[src/rtl/adjust_multi.sv]
// Multi-field time/alarm editor with wrap-safe BCD stepping and load pulse.
// Optional hold-to-repeat stepping when ADJ_AUTOREPEAT_EN is defined.
module adjust_multi #(
  parameter int NUM_ALARMS    = 2,
  parameter int REPEAT_DELAY  = 500,
  parameter int REPEAT_PERIOD = 100
) (
  input  logic                      clk,
  input  logic                      rst,
  input  logic                      en,
  input  logic [3:0]                btn,
  input  logic [3:0]                cur_minunits,
  input  logic [2:0]                cur_mintens,
  input  logic [3:0]                cur_hourunits,
  input  logic [1:0]                cur_hourtens,
  output logic [3:0]                minunits,
  output logic [2:0]                mintens,
  output logic [3:0]                hourunits,
  output logic [1:0]                hourtens,
  output logic                      load_time,
  output logic [4*NUM_ALARMS-1:0]   alarm_minunits,
  output logic [3*NUM_ALARMS-1:0]   alarm_mintens,
  output logic [4*NUM_ALARMS-1:0]   alarm_hourunits,
  output logic [2*NUM_ALARMS-1:0]   alarm_hourtens,
  output logic [3:0]                sel,
  output logic [2+2*NUM_ALARMS-1:0] led
);

  localparam int F = 2 + 2 * NUM_ALARMS;
  localparam logic [3:0] LAST = 4'(F - 1);

  function automatic logic [6:0] min_step(input logic [6:0] v,
                                          input logic up);
    logic [2:0] t;
    logic [3:0] u;
    {t, u} = v;
    if (up) begin
      if (u == 4'd9) begin
        u = 4'd0;
        t = (t == 3'd5) ? 3'd0 : t + 3'd1;
      end else u = u + 4'd1;
    end else begin
      if (u == 4'd0) begin
        u = 4'd9;
        t = (t == 3'd0) ? 3'd5 : t - 3'd1;
      end else u = u - 4'd1;
    end
    return {t, u};
  endfunction

  function automatic logic [5:0] hour_step(input logic [5:0] v,
                                           input logic up);
    logic [1:0] t;
    logic [3:0] u;
    {t, u} = v;
    if (up) begin
      if (t == 2'd2 && u == 4'd3) begin
        t = 2'd0;
        u = 4'd0;
      end else if (u == 4'd9) begin
        u = 4'd0;
        t = t + 2'd1;
      end else u = u + 4'd1;
    end else begin
      if (t == 2'd0 && u == 4'd0) begin
        t = 2'd2;
        u = 4'd3;
      end else if (u == 4'd0) begin
        u = 4'd9;
        t = t - 2'd1;
      end else u = u - 4'd1;
    end
    return {t, u};
  endfunction

  logic [3:0] btn_q;
  logic [3:0] edges;
  logic       en_q;
  logic       dirty;
  logic       one_edge;
  logic       do_step;
  logic       up;
  logic       do_next;
  logic       do_prev;

  logic [NUM_ALARMS-1:0][3:0] amu;
  logic [NUM_ALARMS-1:0][2:0] amt;
  logic [NUM_ALARMS-1:0][3:0] ahu;
  logic [NUM_ALARMS-1:0][1:0] aht;

  assign alarm_minunits  = amu;
  assign alarm_mintens   = amt;
  assign alarm_hourunits = ahu;
  assign alarm_hourtens  = aht;

  assign edges    = btn & ~btn_q;
  assign one_edge = $onehot(edges);
  assign do_next  = en && one_edge && edges[0];
  assign do_prev  = en && one_edge && edges[2];

`ifdef ADJ_AUTOREPEAT_EN
  localparam int RMAX = (REPEAT_DELAY > REPEAT_PERIOD) ?
                        REPEAT_DELAY : REPEAT_PERIOD;
  localparam int RW = $clog2(RMAX + 1);

  logic [RW-1:0] rpt;
  logic          armed;
  logic          held;
  logic          fire;

  // Repeat only continues a press that began with a clean single edge.
  assign held = armed && (btn == btn_q) &&
                (btn == 4'b1000 || btn == 4'b0010);
  assign fire = held && (rpt == '0);

  always_ff @(posedge clk or posedge rst) begin
    if (rst) begin
      rpt   <= '0;
      armed <= 1'b0;
    end else if (one_edge && (edges[3] || edges[1])) begin
      rpt   <= RW'(REPEAT_DELAY - 1);
      armed <= 1'b1;
    end else if (held) begin
      rpt <= (rpt == '0) ? RW'(REPEAT_PERIOD - 1) : rpt - RW'(1);
    end else begin
      rpt   <= '0;
      armed <= 1'b0;
    end
  end

  assign do_step = en && en_q &&
                   ((one_edge && (edges[3] || edges[1])) || fire);
  assign up = one_edge ? edges[3] : btn[3];
`else
  assign do_step = en && en_q && one_edge && (edges[3] || edges[1]);
  assign up = edges[3];
`endif

  always_ff @(posedge clk or posedge rst) begin
    if (rst) begin
      btn_q     <= '0;
      en_q      <= 1'b0;
      dirty     <= 1'b0;
      load_time <= 1'b0;
      sel       <= '0;
      led       <= '0;
      minunits  <= '0;
      mintens   <= '0;
      hourunits <= '0;
      hourtens  <= '0;
      amu       <= '0;
      amt       <= '0;
      ahu       <= '0;
      aht       <= '0;
    end else begin
      btn_q     <= btn;
      en_q      <= en;
      load_time <= 1'b0;
      led       <= en ? F'(1) << sel : '0;
      if (en && !en_q) begin
        {mintens, minunits}   <= {cur_mintens, cur_minunits};
        {hourtens, hourunits} <= {cur_hourtens, cur_hourunits};
        dirty <= 1'b0;
      end else if (!en) begin
        if (en_q) begin
          load_time <= dirty;
          dirty     <= 1'b0;
        end
        // Hold the edited value through the load cycle.
        if (!(en_q && dirty)) begin
          {mintens, minunits}   <= {cur_mintens, cur_minunits};
          {hourtens, hourunits} <= {cur_hourtens, cur_hourunits};
        end
      end else if (do_step) begin
        if (sel == 4'd0) begin
          {mintens, minunits} <= min_step({mintens, minunits}, up);
          dirty <= 1'b1;
        end
        if (sel == 4'd1) begin
          {hourtens, hourunits} <= hour_step({hourtens, hourunits}, up);
          dirty <= 1'b1;
        end
        for (int k = 0; k < NUM_ALARMS; k++) begin
          if (sel == 4'(2 + 2 * k))
            {amt[k], amu[k]} <= min_step({amt[k], amu[k]}, up);
          if (sel == 4'(3 + 2 * k))
            {aht[k], ahu[k]} <= hour_step({aht[k], ahu[k]}, up);
        end
      end
      if (do_next)
        sel <= (sel == LAST) ? 4'd0 : sel + 4'd1;
      else if (do_prev)
        sel <= (sel == 4'd0) ? LAST : sel - 4'd1;
    end
  end

endmodule

[config.mk]
export PLATFORM = sky130hd
export DESIGN_NAME = adjust_multi
export DESIGN_NICKNAME = d
export VERILOG_FILES = /design/src/rtl/adjust_multi.sv
export SDC_FILE = /design/constraint.sdc
export NUM_CORES = 1
export LEC_CHECK = 0
export ABC_CLOCK_PERIOD_IN_PS = 8750
export BUFFER_PORTS_ARGS = -buffer_cell sky130_fd_sc_hd__buf_2
export CORE_MARGIN = 8
export CORE_UTILIZATION = 50
export CTS_BUF_LIST = sky130_fd_sc_hd__clkbuf_2 sky130_fd_sc_hd__clkbuf_4 sky130_fd_sc_hd__clkbuf_8
export CTS_CLUSTER_DIAMETER = 30
export DETAILED_ROUTE_END_ITERATION = 7
export MAX_ROUTING_LAYER = met4
export PLACE_DENSITY = 0.69
export SLEW_MARGIN = 0
export SYNTH_ARGS = -nofsm -noshare
export SYNTH_HDL_FRONTEND = slang
export SYNTH_SLANG_ARGS = --single-unit
[constraint.sdc]
create_clock -name clk -period 8.75 [get_ports clk]
set_clock_uncertainty 0.15 [all_clocks]
set_input_delay 2.1875 -clock clk [delete_from_list [all_inputs] [get_ports clk]]
set_output_delay 2.1875 -clock clk [all_outputs]
set_load 0.005 [all_outputs]
# [Word level (Yosys, flattened, before mapping)]
# Index checks and enable logic that the tools add are counted.
[totals] reg_bits=56 latchBits=0 ramBits=0 mem_bits_ro=0 out_inout_bits=50 word_cells=221 n_memories=0
[classes] addsub=29 multipliers=0 div_mod_pow=0 magnitude_cmp=0 eq_ne=34 n_shift=1 muxes=88 bitwise=3 reduce_logical=48
[op_table] operator="$mux 4" n=38
[op_table] operator="$mux 3" n=20
[op_table] operator="$mux 2" n=20
[op_table] operator="$add 4x1->4 const B" n=7
[op_table] operator="$logic_not 4->1" n=7
[op_table] operator="$sub 4x1->4 const B" n=7
[op_table] operator="$eq 4x4->1 const B" n=6
[op_table] operator="$reduce_and 6->1" n=4
[op_table] operator="$eq 4x2->1 const B" n=5
[op_table] operator="$reduce_and 4->1" n=4
[op_table] operator="$ne 3x1->1 const B" n=5
[op_table] operator="$logic_and 1x1->1" n=14
[op_table] operator="$reduce_and 5->1" n=2
[op_table] operator="$add 3x1->3 const B" n=3
[op_table] operator="$eq 3x3->1 const B" n=3
[op_table] operator="$logic_not 3->1" n=3
[op_table] operator="$mux 1" n=9
[op_table] operator="$reduce_and 3->1" n=3
[op_table] operator="$reduce_bool 3->1" n=3
[op_table] operator="$sub 3x1->3 const B" n=3
[op_table] operator="$eq 4x3->1 const B" n=2
[op_table] operator="$ne 4x1->1 const B" n=2
[op_table] operator="$add 2x1->2 const B" n=3
[op_table] operator="$eq 2x2->1 const B" n=3
[op_table] operator="other kinds (19)" n=27

# [Longest topological paths before layout]
[depth] word_depth=10 depth_mapped=17

# [Worst setup path before layout]
# No wires, ideal clock.
[synth_timing] path_type="input -> register" start="input btn[3]" end="register aht (netlist bit alarm_hourtens[0])" setup_ps=127 arrival_time_ps=5392 path_slack_ps=3081 cell_stages=16 n_path_buf=5 cell_sequence="nor2b_1 > buf_2 > inv_2 > buf_2 > buf_2 > buf_1 > fa_1 > inv_1 > ha_1 > ha_1 > nor3b_4 > a21boi_2 > buf_4 > nand4_1 > or3_1 > mux2_1"
[synth_between] elab_chain_cells=7 word_cells_on_any_way=11 cone_classes="add/sub (2); eq/ne (2); mux (1); bitwise (1); reduce/logical (5)"
[synth_lines] element="start: declaration" line="11" source="input logic [3:0] btn,"
[synth_lines] element="$and 4x4->4 *" line="96" source="assign edges = btn & ~btn_q;"
[synth_lines] element="$add 1x1->2 (implied by the code)" line="97" source="assign one_edge = $onehot(edges);"
[synth_lines] element="$add 2x2->3 (implied by the code)" line="97"
[synth_lines] element="$eq 3x1->1" line="97"
[synth_lines] element="$logic_and 1x1->1 (2 in series)" line="135" source="assign do_step = en && en_q && one_edge && (edges[3] || edges[1]);"
[synth_lines] element="$reduce_and 6->1 (no source line)"
[synth_lines] element="end signal: indexed assignment" line="187" source="{aht[k], ahu[k]} <= hour_step({aht[k], ahu[k]}, up);"
[synth_lines] element="end: declaration" line="89" source="logic [NUM_ALARMS-1:0][1:0] aht;"
# Every way passes the cells marked *; elsewhere a longest branch is shown, timed or not.
# A chain may end at the register's enable or synchronous reset.

# [Final worst setup path]
[layout_timing] start="input btn[3]" end="register aht (netlist bit alarm_hourtens[2])"
# The elaborated chain is that of the path after synthesis.

==> metrics.md <==
| Metric | Value |
|---|---|
| Worst hold stages | `2` |
| Final design instance area without fill | `approximately 4500 um2` |
| Proportion of synthesized chip area in sequential cells | `34.40%` |
| Maximum clock frequency | `between 0.15 and 0.2 GHz` |
| Fraction of registers with async set/reset | `100.0%` |
| Critical path type | `in -> reg` |
| Register bit total from synthesis | `56` |
| Gate count of the mapped netlist | `between 400 and 500` |
| TritonCTS clock tree | `done` |
| R2R cell count | `12` |
| Count of cells resized by post-cts repair | `0` |
| Netlist Area Pre-Place | `between 4000 and 5000 um2` |
| Transition at the pin with the smallest max-transition slack | `around 840 ps` |
| Synth Net Count | `534` |
| Final Util | `approximately 56%` |
| Max cap viols | `0` |
| Antenna Violating Nets Remaining | `0` |
| Weighted congestion reported at the end of routability-driven placement | `0.8657` |
| Iter 0 DRT Violations | `roughly 210` |
| RSZ-0062 raised after global routing | `false` |
| Fraction of synthesized area in multiplexers | `approximately 3.6%` |
| Delay of the slowest critical-path stage | `about 600 ps` |
| Yosys cell types | `65` |
| Element type at the critical path start | `input pin` |
| Final Routed Wirelength | `~9.8 mm` |
| Routed len/inst | `about 15 um` |
| Hold buffer count at CTS | `0` |
| Xor/xnor cell area share of the yosys netlist | `between 1.5 and 2%` |
| CTS Root Buffer Type | `sky130_fd_sc_hd__clkbuf_8` |
| Final setup violation count | `0` |
| Period minus WS final | `6132 ps` |
| Chip Height | `around 110 um` |
| Number of inserted diodes | `0` |
| DR vias/cell | `5.899` |
| Final Hold Vio Count | `0` |
| Average size of a mapped cell | `between 8 and 9 um2` |
| Power density relative to cell area | `around 160 nW/um2` |
| Core region area | `between 8000 and 9000 um2` |
| Residual DRC | `0` |
| Largest family of logic cells by synthesized area | `compound AO/OA/AOI/OAI gates` |
| Clock slew seen by the registers of the worst setup and hold paths | `between 100 and 150 ps` |
| Area grow syn2layout | `10.84%` |
| Max Slew Vio Count | `0` |
| CP max stage cell | `sky130_fd_sc_hd__fa_1` |
| Overflow left after global routing | `0` |
| Leading cell type in the layout, fill and taps excluded | `sky130_fd_sc_hd__buf_2` |
| Number of antenna violations at the first check in global routing | `0` |
| Logic pwr share | `a little under 30%` |
| Crit-path cells | `buf_2, nor2b_4, buf_4, inv_2, fa_1, inv_1, ha_1, ha_1, nor3b_4, a21boi_2, nand3_1, or3_1, o21ai_0` |
| Clock share of power | `20.9%` |
| Static Leak | `2.059 nW` |
| Cells taking the most area after synthesis | `sky130_fd_sc_hd__dfrtp_1 (34%), sky130_fd_sc_hd__ha_1 (8.6%), sky130_fd_sc_hd__nor2_1 (4.7%)` |
| Arrival time at the worst endpoint | `slightly above 6000 ps` |
| Source-to-sink clock delay at the later pin of the worst-skew pair | `just over 300 ps` |
| Share of the synthesized area in the top cell type | `around 34%` |
| Number of synthesized flops with an enable pin | `0` |
| Number of top-level design ports | `70` |
| Site row count | `33` |
| Area occupied by multi-input gates | `roughly 2400 um2` |
| Detailed placement HPWL | `6.983 mm` |
| Status | `finished, final reports clean` |
| First-pass GRT wire length | `roughly 17 mm` |
| Die outline width | `about 110 um` |
| Capturing element type of the critical path | `flop` |
| Setup TNS Final | `0 ps` |
| Total of buffers placed on input and output ports | `69` |
| Worst path required time | `8840 ps` |
| Largest area contributor in the synthesized netlist | `sky130_fd_sc_hd__dfrtp_1` |
| Fraction of final layout cells with drive strength greater than 1 | `a little under a fifth` |
| Effective utilization at floorplan | `50.60%` |
| Post-synthesis share of cell area spent on and, or, nand and nor gates | `21.47%` |
| Main flop type after synthesis | `sky130_fd_sc_hd__dfrtp_1` |
| Synthesized-area fraction occupied by ao, oa, aoi and oai cells | `between 20% and 30%` |
| Number of buffers between clock root and the deepest sink | `2` |
| Synthesis warning total | `0` |
| Number of clock buffers inserted by TritonCTS | `5` |
| Number of global-route vias before repair | `~3.5k` |
| Placed cell area | `roughly 4400 um2` |
| Total global routing track utilization | `between 10% and 20%` |
| Maximum number of pins on one net before global-route repair | `57` |
| Maximum resistive drop on vdd | `approximately 0.000060 V` |
| Net switching share of the total power | `37.92%` |
| Die area | `~11000 um2` |
| Sequential cell area | `between 1000 and 1500 um2` |
| Slack of the worst reg-to-reg path | `between 4000 and 5000 ps` |
| Switching pwr | `between 0.2 and 0.3 mW` |
| Sequential group share of total power | `about half` |
| Nets@finish | `between 500 and 600` |
| Arithmetic-cell share of the synthesized area counting full adders, half adders and majority gates | `9.091%` |
| Crit path top cell by count | `sky130_fd_sc_hd__ha_1` |
| Total number of H-tree levels | `2` |
| Maximum net fanout on the critical path | `between 40 and 50` |
| Vias after detailed routing | `between 3k and 4k` |
| Number of clock sinks seen by CTS | `56` |
| Pint | `0.4415 mW` |
| Post-CTS Setup Repair Bufs | `0` |
| Type of the tightest min-delay check | `reg -> reg` |
| Period Utilization, post-route | `between 70% and 80%` |
| Total of fill cells in the finished design | `around 750` |
| Most frequent cells in the layout | `sky130_fd_sc_hd__buf_2 (69), sky130_fd_sc_hd__dfrtp_1 (56), sky130_fd_sc_hd__nor2_1 (51), sky130_fd_sc_hd__o21ai_0 (38), sky130_fd_sc_hd__a21oi_1 (29)` |
| First-pass detailed-route iteration total | `5` |
| Max-slew headroom | `a little over two fifths` |
-- cells in the mapped netlist (3+ instances only) --
library cell,count
sky130_fd_sc_hd__xnor2_1,6
sky130_fd_sc_hd__buf_2,14
sky130_fd_sc_hd__a221oi_1,3
sky130_fd_sc_hd__nor3_1,13
sky130_fd_sc_hd__or3_1,3
sky130_fd_sc_hd__a22oi_1,3
sky130_fd_sc_hd__o22ai_1,5
sky130_fd_sc_hd__or3b_2,3
sky130_fd_sc_hd__a21oi_1,29
sky130_fd_sc_hd__o211ai_1,7
sky130_fd_sc_hd__o31ai_1,9
sky130_fd_sc_hd__a31oi_1,11
sky130_fd_sc_hd__mux2i_1,8
sky130_fd_sc_hd__and2_1,10
sky130_fd_sc_hd__ha_1,28
sky130_fd_sc_hd__inv_1,29
sky130_fd_sc_hd__nor2_1,51
sky130_fd_sc_hd__nor2b_1,7
sky130_fd_sc_hd__a32oi_1,3
sky130_fd_sc_hd__o2111ai_1,3
sky130_fd_sc_hd__nand3_1,25
sky130_fd_sc_hd__nand4_1,5
sky130_fd_sc_hd__mux2_2,4
sky130_fd_sc_hd__and3_1,5
sky130_fd_sc_hd__a41oi_1,3
sky130_fd_sc_hd__nor4_1,3
sky130_fd_sc_hd__o21a_1,3
sky130_fd_sc_hd__o21ai_0,38
sky130_fd_sc_hd__nand3b_1,3
sky130_fd_sc_hd__clkbuf_1,14
sky130_fd_sc_hd__a22o_1,4
sky130_fd_sc_hd__nand2_1,28
sky130_fd_sc_hd__nand2b_1,4
sky130_fd_sc_hd__buf_1,5
sky130_fd_sc_hd__dfrtp_1,56
-- through the flow --
stage / hold WS [ps] / instances / worst slack (ps) / power, mW
floorplan: 366.9 / 485 / 3081 / 0.5029
global placement: 382.4 / 627 / 2337 / 0.5624
detailed placement: 379.8 / 627 / 2289 / 0.5684
CTS: 406.2 / 635 / 2594 / 0.7190
global route: 478.1 / 635 / 2283 / 0.7674
finish: 399.2 / 635 / 2618 / 0.7112
-- per-layer routing --
layer	global-route usage (%)	routed length [um]	vias up
met1	22.78	4560	1758
met3	3.569	584	14
met4	6.131	189	0
li1	-	-	1851
met2	28.55	4434	123
met5	-	0	-
-- flip-flops by register name (all words and copies together) (netlist names) --
signal	flops
dirty	1
minunits	4
hourunits	4
sel	4
en_q	1
btn_q	4
alarm_mintens	6
alarm_hourtens	4
alarm_hourunits	8
mintens	3
led	6
hourtens	2
load_time	1
alarm_minunits	8
-- critical path, delay by kind of cell --
kind,cells,cell delay (ps)
AOI/OAI and AO/OA,2,590
adders and majority gates,3,1120
buffers and inverters,4,980
and+or+nand+nor,4,1330
-- area by class of cell --
cell class / count / area share [%]
Multi-Input combinational cell: 364 / 53.48
Sequential cell: 56 / 31.03
Timing Repair Buffer: 71 / 7.980
Tap cell: 105 / 2.909
Inverter: 31 / 2.577
Clock buffer: 5 / 1.524
Clock inverter: 3 / 0.4988
-- kinds of logic after synthesis --
logic type | after synthesis
adders and majority gates | 29
and+or+nand+nor | 170
buffers and inverters | 65
DFF | 56
AOI/OAI and AO/OA | 144
muxes | 14
xor gates and xnor gates | 7
-- worst paths after layout --
path,from,to
worst max-delay path,btn[3],alarm_hourtens[2]
worst min-delay path,alarm_mintens[2],alarm_mintens[2]
worst max register to register,btn_q[3],alarm_hourtens[2]
worst min register to register,alarm_mintens[2],alarm_mintens[2]
max in group asynchronous,rst,btn_q[2]
min in group asynchronous,rst,hourtens[1]
-- power groups by stage --
stage               Clock, mW  Sequential [mW]  Combinational, mW
floorplan                   0            0.321              0.182
global placement            0            0.358              0.204
detailed placement          0            0.360              0.209
CTS                     0.155            0.355              0.210
global route            0.165            0.364              0.239
finish                  0.149            0.356              0.206
Note: power is estimated with default switching activity, not from simulation.
